<file path="config.mk">
export PLATFORM = sky130hd
export DESIGN_NAME = imem_dmem_arbiter
export DESIGN_NICKNAME = d
export VERILOG_FILES = /design/src/rtl/imem_dmem_arbiter.sv
export SDC_FILE = /design/constraint.sdc
export NUM_CORES = 1
export LEC_CHECK = 0
export ABC_AREA = 1
export CORE_UTILIZATION = 20
export CTS_CLUSTER_DIAMETER = 200
export DETAILED_ROUTE_END_ITERATION = 10
export PLACE_DENSITY = 0.79
export SYNTH_ARGS = -nofsm -noshare
export SYNTH_HDL_FRONTEND = slang
export SYNTH_SLANG_ARGS = --single-unit
export TNS_END_PERCENT = 20
</file>
<file path="constraint.sdc">
create_clock -name clk -period 1.4 [get_ports clk]
set_input_delay 0.28 -clock clk [delete_from_list [all_inputs] [get_ports clk]]
set_output_delay 0.28 -clock clk [all_outputs]
set_load 0.01 [all_outputs]
</file>
<file path="src/rtl/imem_dmem_arbiter.sv">
`default_nettype none
// ============================================================================
// Module      : imem_dmem_arbiter
// Description : Shares one single-port synchronous RAM between instruction
//               fetch and data ports; data has priority and a starvation
//               counter guarantees fetch progress.
// Revision    : 1.0 - initial release
// ============================================================================
module imem_dmem_arbiter #(
    parameter int ADDR_WIDTH = 10,
    parameter int DATA_WIDTH = 32,
    parameter int MAX_WAIT   = 4
) (
    input  logic                  clk,
    input  logic                  rstn,
    input  logic                  if_req,
    input  logic [ADDR_WIDTH-1:0] if_addr,
    output logic                  if_gnt,
    output logic                  if_rvalid,
    output logic [DATA_WIDTH-1:0] if_rdata,
    input  logic                  d_req,
    input  logic                  d_we,
    input  logic [ADDR_WIDTH-1:0] d_addr,
    input  logic [DATA_WIDTH-1:0] d_wdata,
    output logic                  d_gnt,
    output logic                  d_rvalid,
    output logic [DATA_WIDTH-1:0] d_rdata,
    output logic                  mem_en,
    output logic                  mem_we,
    output logic [ADDR_WIDTH-1:0] mem_addr,
    output logic [DATA_WIDTH-1:0] mem_wdata,
    input  logic [DATA_WIDTH-1:0] mem_rdata
);

    localparam logic [3:0] c_MAX_WAIT   = 4'(MAX_WAIT);
    localparam logic [1:0] c_OWN_NONE   = 2'd0;
    localparam logic [1:0] c_OWN_IF     = 2'd1;
    localparam logic [1:0] c_OWN_D      = 2'd2;

    logic [3:0] r_wait_cnt;
    logic [1:0] r_rd_owner;
    logic       w_if_gnt;
    logic       w_d_gnt;
    logic       w_fetch_forced;

    // Fetch beats data only once it has been denied MAX_WAIT cycles in a row.
    assign w_fetch_forced = (r_wait_cnt == c_MAX_WAIT);
    assign w_if_gnt = rstn & if_req & (~d_req | w_fetch_forced);
    assign w_d_gnt  = rstn & d_req & ~(if_req & w_fetch_forced);

    assign if_gnt    = w_if_gnt;
    assign d_gnt     = w_d_gnt;
    assign mem_en    = w_if_gnt | w_d_gnt;
    assign mem_we    = w_d_gnt & d_we;
    assign mem_addr  = w_d_gnt ? d_addr  : (w_if_gnt ? if_addr : '0);
    assign mem_wdata = w_d_gnt ? d_wdata : '0;

    always_ff @(posedge clk or negedge rstn) begin
        if (!rstn) begin
            r_wait_cnt <= 4'd0;
        end else if (!if_req || w_if_gnt) begin
            r_wait_cnt <= 4'd0;
        end else if (r_wait_cnt < c_MAX_WAIT) begin
            r_wait_cnt <= r_wait_cnt + 4'd1;
        end
    end

    // Remembers which requester owns the read data returning next cycle.
    always_ff @(posedge clk or negedge rstn) begin
        if (!rstn) begin
            r_rd_owner <= c_OWN_NONE;
        end else if (w_if_gnt) begin
            r_rd_owner <= c_OWN_IF;
        end else if (w_d_gnt && !d_we) begin
            r_rd_owner <= c_OWN_D;
        end else begin
            r_rd_owner <= c_OWN_NONE;
        end
    end

    assign if_rvalid = (r_rd_owner == c_OWN_IF);
    assign d_rvalid  = (r_rd_owner == c_OWN_D);
    assign if_rdata  = if_rvalid ? mem_rdata : '0;
    assign d_rdata   = d_rvalid  ? mem_rdata : '0;

endmodule
`default_nettype wire

</file>
==> reports/metrics.cfg, run 1 <==
[outcome]
outcome = finished, violations left
violated_checks = setup timing

[clocking]
ctsLongestPathBuffers = 2
clock_tree_from_tritoncts = yes
clk_root_buffer_cell = clkbuf_8
clkLatencyLatePin_ns = 0.22
clkSinkCount = 6
cts_made_buffers = 3
path_clk_slew_ns = 0.04
cts_max_level = 1
cts_hold_buf = 0

[die]
design.portCount = 201
die_area_mm2 = 0.00626
die_h_um = 79.1
floorplan.initialDensity = 0.212
floorplan.rows = 27
die_w_um = 79.1
core_area_mm2 = 0.00561

[placed_design]
placed_cells = 523
gpl_wtd_cong = 0.764
post-dp-hpwl_um = 5110
post-place-ws_ns = -0.840
port_buffers = 200

[timing]
fin_setup_tns_ns = -15.25
min_period_over_period = 1.27
setup_viol = 77
fin_worst_skew_ns = 0.00559
final_hold_viol_count = 0
worst-slew-pin-transition_ns = 0.234
max_clock_freq_mhz = 563
timing.final.crit_period_ns = 1.78
slew_headroom = 0.843
timing.final.max_slew_violations = 0
whs_ns = 0.146
rsz0062_at_grt = true
finalWorstSetupSlack_ns = -0.377

[route]
postRouteWirelength_um = 6470
detail_route.iter0.violations = 47
antenna_left = 0
vias = 2142
drt_first_pass_iters = 4
drt_drc_violations_left = 0
average_routed_wire_per_standard_cell_um = 12.1
post_drt_via_cell_ratio = 4.01

[grt]
initial_antenna_violation_count = 0
track_usage = 0.191
gr-usage-met2 = 0.375
globalRoute.busiestLayer = met2
maximum_number_of_pins_on_one_net_before_global_route_repair = 34
via_count_of_the_first_global_routing_pass = 2021
grt_overflow = 0
global_route.usage.met3 = 0.0552
globalRouteMet1Util = 0.192
grt_first_pass_wirelength_um = 9540

[power]
power_report.internal_total_uw = 850
ir_worst_vdd_mv = 0.260
power.share.clock = 0.196
netSwitchingPower_uw = 435
pwr-share-comb = 0.652
cellPowerDensity_mw_per_mm2 = 406
switching_share = 0.338
power_frac_seq = 0.152
static-leakage-power_uw = 0.00200

[finish]
final_cell_count_no_fill = 534
layout-drive-gt1-share = 0.390
net_count_of_the_finished_layout = 555
areaGrowthSynthToFinish_pct = 166
n_fill_cell = 549
insertedDiodeCount = 0

[setup_path]
timing_worst_setup_path_type = flip-flop to output pin
endpoint_kind = output pin
required_ns = 1.12
worstPathMaxFanout = 10
critical-path-max-stage-delay_ns = 0.38
crit_path_cell_trace = inv_2 > ha_4 > nand4_4 > nand2_8 > buf_6 > buf_12 > o21ai_2 > buf_2
wp_data_arrival_ns = 1.50
worst_path_max_delay_cell = dfrtp_1
crit_path_start_kind = flip-flop

[yosys]
synth_fp_nets = 336
seq_area_frac_synth = 0.126
synth_unique_cells = 18
postSynthAreaPerCell_um2 = 4.85
syn-instance-count = 245
synth_warnings = 0
area_of_the_mapped_netlist_mm2 = 0.00119
postSynthRegisterBits = 6

[min_path]
worst_hold_path_type = input port to asynchronous set/reset pin

[run]
max_cap_viol_count = 0

==> worst paths after layout <==
path | cells past startpoint | endpoint | slack (ns) | from
max | 8 | mem_addr[9] | -0.38 | r_wait_cnt[0]$_DFFE_PN0P_
min | 2 | r_wait_cnt[2]$_DFFE_PN0P_ | 0.15 | rstn
max reg2reg | 9 | r_wait_cnt[1]$_DFFE_PN0P_ | -0.04 | r_wait_cnt[0]$_DFFE_PN0P_
min reg2reg | 3 | r_wait_cnt[3]$_DFFE_PN0P_ | 0.62 | r_wait_cnt[3]$_DFFE_PN0P_
max in group asynchronous | 2 | r_rd_owner[0]$_DFF_PN0_ | 1.13 | rstn
min in group clk | 3 | r_wait_cnt[0]$_DFFE_PN0P_ | 0.48 | if_req
==> per-layer routing <==
layer | share of wire | vias to the layer above
met5 | 0 | -
met4 | 0.014 | 0
met3 | 0.099 | 8
met2 | 0.53 | 104
met1 | 0.36 | 928
li1 | - | 1102
==> final cells by class <==
type                            count  area (um^2)  area share
Sequential cell                     6          150      0.0475
Tap cell                           72         90.1      0.0285
Timing Repair Buffer              226         1810       0.572
Clock buffer                        3         41.3      0.0131
Inverter                           87          334       0.106
Multi-Input combinational cell    140          737       0.233
==> synth_stat cells <==
cell type / number / area share
o211ai_1: 1 / 0.0063
inv_2: 2 / 0.0063
nand2_4: 1 / 0.0095
nor2_1: 103 / 0.33
a21oi_1: 2 / 0.0084
o21ai_0: 5 / 0.021
ha_1: 2 / 0.021
nand3_1: 11 / 0.046
nor2_2: 1 / 0.0053
xor2_1: 1 / 0.0074
inv_1: 85 / 0.27
buf_6: 5 / 0.047
buf_4: 1 / 0.0063
buf_2: 6 / 0.025
dfrtp_1: 6 / 0.13
nand2_1: 7 / 0.022
o21ai_2: 5 / 0.037
nand4_2: 1 / 0.011
==> power groups by stage <==
stage	combinational (uW)	sequential [uW]	clock [uW]
floorplan	274	193	0
global placement	817	194	0
detailed placement	828	195	0
CTS	793	195	260
global route	906	197	270
finish	837	195	252
==> metrics by stage <==
| step | power (uW) | util | area (um^2) |
|---|---|---|---|
| floorplan | 467 | - | 1190 |
| global placement | 1010 | 0.604 | 3380 |
| detailed placement | 1020 | 0.604 | 3380 |
| CTS | 1250 | 0.545 | 3050 |
| global route | 1370 | 0.564 | 3160 |
| finish | 1280 | 0.564 | 3160 |
==> registers in the layout (all words and copies together) (netlist names) <==
signal	cells
r_rd_owner	2
r_wait_cnt	4
==> worst max-delay path: cells and delay by family, from the launching register on <==
family | cells | cell delay (ns)
AO/OA/AOI/OAI | 1 | 0.05
AND/OR/NAND/NOR | 2 | 0.23
buffers and inverters | 4 | 0.45
flip-flops | 1 | 0.38
adder cells (fa/ha/maj) | 1 | 0.16
==> cells by family (layout without fill, tap and decap cells) <==
kind of cell               count (synthesis)  after routing  synth area share
and+or+nand+nor                          124            124             0.419
buffers and inverters                     99            316             0.354
AOI/OAI and AO/OA                         13             13            0.0726
DFF                                        6              6             0.126
adders and majority gates                  2              2            0.0210
xor gates and xnor gates                   1              1           0.00737
==> placed cells by master, fill, tap and decap left out, types with 3 or more instances in the layout <==
| master | instances |
|---|---|
| buf_2 | 106 |
| clkdlybuf4s50_1 | 85 |
| dfrtp_1 | 6 |
| buf_12 | 5 |
| buf_6 | 6 |
| inv_2 | 7 |
| clkbuf_8 | 3 |
| nand2_1 | 4 |
| nand3_1 | 7 |
| buf_4 | 15 |
| dlygate4sd2_1 | 3 |
| o21ai_2 | 5 |
| nor2_1 | 89 |
| inv_1 | 79 |
| nand3_2 | 4 |
| o21ai_1 | 4 |
| nor2_2 | 13 |
==> what timing repair did <==
| action | 4_1_cts | 5_1_grt |
|---|---|---|
| buffers inserted | 4 | 2 |
| cloned | 2 | 1 |
| endpoints found under the setup margin | 115 | 113 |
| pin swaps | 7 | 5 |
| gates resized for setup | 483 | 21 |
(Power assumes the default switching activity.)
==> run 2: changes to the inputs <==
--- a/config.mk
+++ b/config.mk
@@ -6,6 +6,7 @@
 export NUM_CORES = 1
 export LEC_CHECK = 0
 export ABC_AREA = 1
+export CORE_MARGIN = 2
 export CORE_UTILIZATION = 20
 export CTS_CLUSTER_DIAMETER = 200
 export DETAILED_ROUTE_END_ITERATION = 10
==> run 2 against run 1 <==
Effect of this change: the run still ends with setup timing left; combinational power shrank 4.8%; core utilization shrank 3.3 points; via count shrank 2.2%; hold slack lost 0.039 ns; total power shrank 3.4%; cell count grew 0.37%; maximum frequency grew 2.7%; count of clock-buffer cells in the layout is the same; critical endpoint is now mem_addr[2]; largest cell class unchanged.
==> reports/metrics.cfg, run 2 (same netlist as run 1, synthesis figures left out) <==
[min_path]
worst_hold_path_type = input port to asynchronous set/reset pin

[route]
post_drt_via_cell_ratio = 3.91
postRouteWirelength_um = 6220
antenna_left = 0
detail_route.iter0.violations = 58
vias = 2094
drt_first_pass_iters = 4
drt_drc_violations_left = 0
average_routed_wire_per_standard_cell_um = 11.6

[finish]
seq_area_um2 = 150
layout-drive-gt1-share = 0.377
largest_register_ffs = 4
largest_registers = r_wait_cnt x4, r_rd_owner x2
n_fill_cell = 606
areaGrowthSynthToFinish_pct = 160
top_library_cells_by_usage_in_the_layout_fill_and_taps_aside = nor2_1 (91), buf_2 (91), clkdlybuf4s50_1 (85)
multi_input_combinational_cell_area_um2 = 717
insertedDiodeCount = 0
largest_register = r_wait_cnt
net_count_of_the_finished_layout = 554
utilization = 0.531
final_cell_count_no_fill = 536

[timing]
whs_ns = 0.107
setup_viol = 96
final_hold_viol_count = 0
worst-slew-pin-transition_ns = 0.214
min_period_over_period = 1.24
max_clock_freq_mhz = 578
rsz0062_at_grt = true
slew_headroom = 0.857
timing.final.crit_period_ns = 1.73
finalWorstSetupSlack_ns = -0.330
timing.final.max_slew_violations = 0
fin_worst_skew_ns = 0.000936

[placed_design]
post-place-ws_ns = -0.827
placed_cells = 525
gpl_wtd_cong = 0.766
port_buffers = 200
post-dp-hpwl_um = 5070

[clocking]
clock_tree_from_tritoncts = yes
ctsLongestPathBuffers = 2
clkLatencyLatePin_ns = 0.22
cts_max_level = 1
path_clk_slew_ns = 0.03
cts_made_buffers = 3
clkSinkCount = 6
clk_root_buffer_cell = clkbuf_8

[power]
power.total_uw = 1240
static-leakage-power_uw = 0.00197
ir_worst_vdd_mv = 0.535
cellPowerDensity_mw_per_mm2 = 402

[grt]
grt_first_pass_wirelength_um = 8890
grt_overflow = 0
via_count_of_the_first_global_routing_pass = 2018
initial_antenna_violation_count = 0
track_usage = 0.169
maximum_number_of_pins_on_one_net_before_global_route_repair = 34

[setup_path]
r2r_setup_slack_ns = 0.06
critical_path.endpoint = mem_addr[2]
r2r.worst_path.cells = 9
endpoint_kind = output pin
required_ns = 1.12
worstPathMaxFanout = 7
timing_worst_setup_path_type = flip-flop to output pin
cp-startpoint = r_wait_cnt[0]$_DFFE_PN0P_
worst_flop_to_flop_path_endpoint = r_wait_cnt[2]$_DFFE_PN0P_
r2r-start = r_wait_cnt[0]$_DFFE_PN0P_
crit_path_start_kind = flip-flop
wp_data_arrival_ns = 1.45

[die]
floorplan.initialDensity = 0.204
floorplan.rows = 28
die_h_um = 81.1
core_area_mm2 = 0.00582
die_area_mm2 = 0.00658
die_w_um = 81.1
design.portCount = 201

[outcome]
violated_checks = setup timing
outcome = finished, violations left

[run]
max_cap_viol_count = 0

## run 2: worst max-delay path, stage by stage, from the launching register on
cell,delay [ns]
dfrtp_1,0.37
inv_2,0.08
ha_4,0.16
nand4_4,0.08
nand2_4,0.10
buf_8,0.14
buf_6,0.11
o21ai_1,0.05
buf_2,0.13
## run 2: routing by layer
metal | part of all wire | global-route usage
met4 | 0.0061 | 0.0237
met3 | 0.11 | 0.0589
met2 | 0.52 | 0.329
met5 | 0 | 0
met1 | 0.37 | 0.176
## run 2: layout make-up
| class | instances | area share |
|---|---|---|
| multi-input cells | 140 | 0.232 |
| inverters | 87 | 0.108 |
| flip-flops and latches | 6 | 0.0486 |
| repair buffers | 225 | 0.567 |
| clock buffers | 3 | 0.0134 |
| well taps | 75 | 0.0304 |
## run 2: through the flow
step | cell area [um^2] | setup TNS [ns]
floorplan | 1190 | 0
global placement | 3370 | -55.66
detailed placement | 3370 | -57.22
CTS | 3080 | -18.34
global route | 3090 | -21.37
finish | 3090 | -13.56
## run 2: worst min path at each step
stage | start | end | slack (ns) | depth (start not counted)
after detailed placement | r_wait_cnt[3]$_DFFE_PN0P_ | r_wait_cnt[3]$_DFFE_PN0P_ | 0.61 | 3
after global routing | rstn | r_wait_cnt[1]$_DFFE_PN0P_ | 0.11 | 2
after global placement | r_wait_cnt[3]$_DFFE_PN0P_ | r_wait_cnt[2]$_DFFE_PN0P_ | 0.60 | 3
after floorplan | rstn | r_rd_owner[0]$_DFF_PN0_ | -0.02 | 0
after CTS | rstn | r_wait_cnt[3]$_DFFE_PN0P_ | 0.10 | 2
final | rstn | r_wait_cnt[3]$_DFFE_PN0P_ | 0.11 | 2
## run 2: power breakdown
part,internal (uW),switching (uW)
Combinational,452,345
Sequential,186,9.24
Clock,184,65.2
## run 2: what timing repair did
item / CTS / global route
hold buffers: 0 / 0
resized for setup: 423 / 53
pin swaps: 3 / 4
setup endpoints to repair: 115 / 114
cloned: 1 / 1
setup buffers: 6 / 0
==> run 3: changes to the inputs <==
--- a/config.mk
+++ b/config.mk
@@ -6,6 +6,7 @@
 export NUM_CORES = 1
 export LEC_CHECK = 0
 export ABC_AREA = 1
+export CAP_MARGIN = 10
 export CORE_MARGIN = 2
 export CORE_UTILIZATION = 20
 export CTS_CLUSTER_DIAMETER = 200
==> results of run 3 <==
No change in the layout: final DEF, timing and power equal those of run 2.
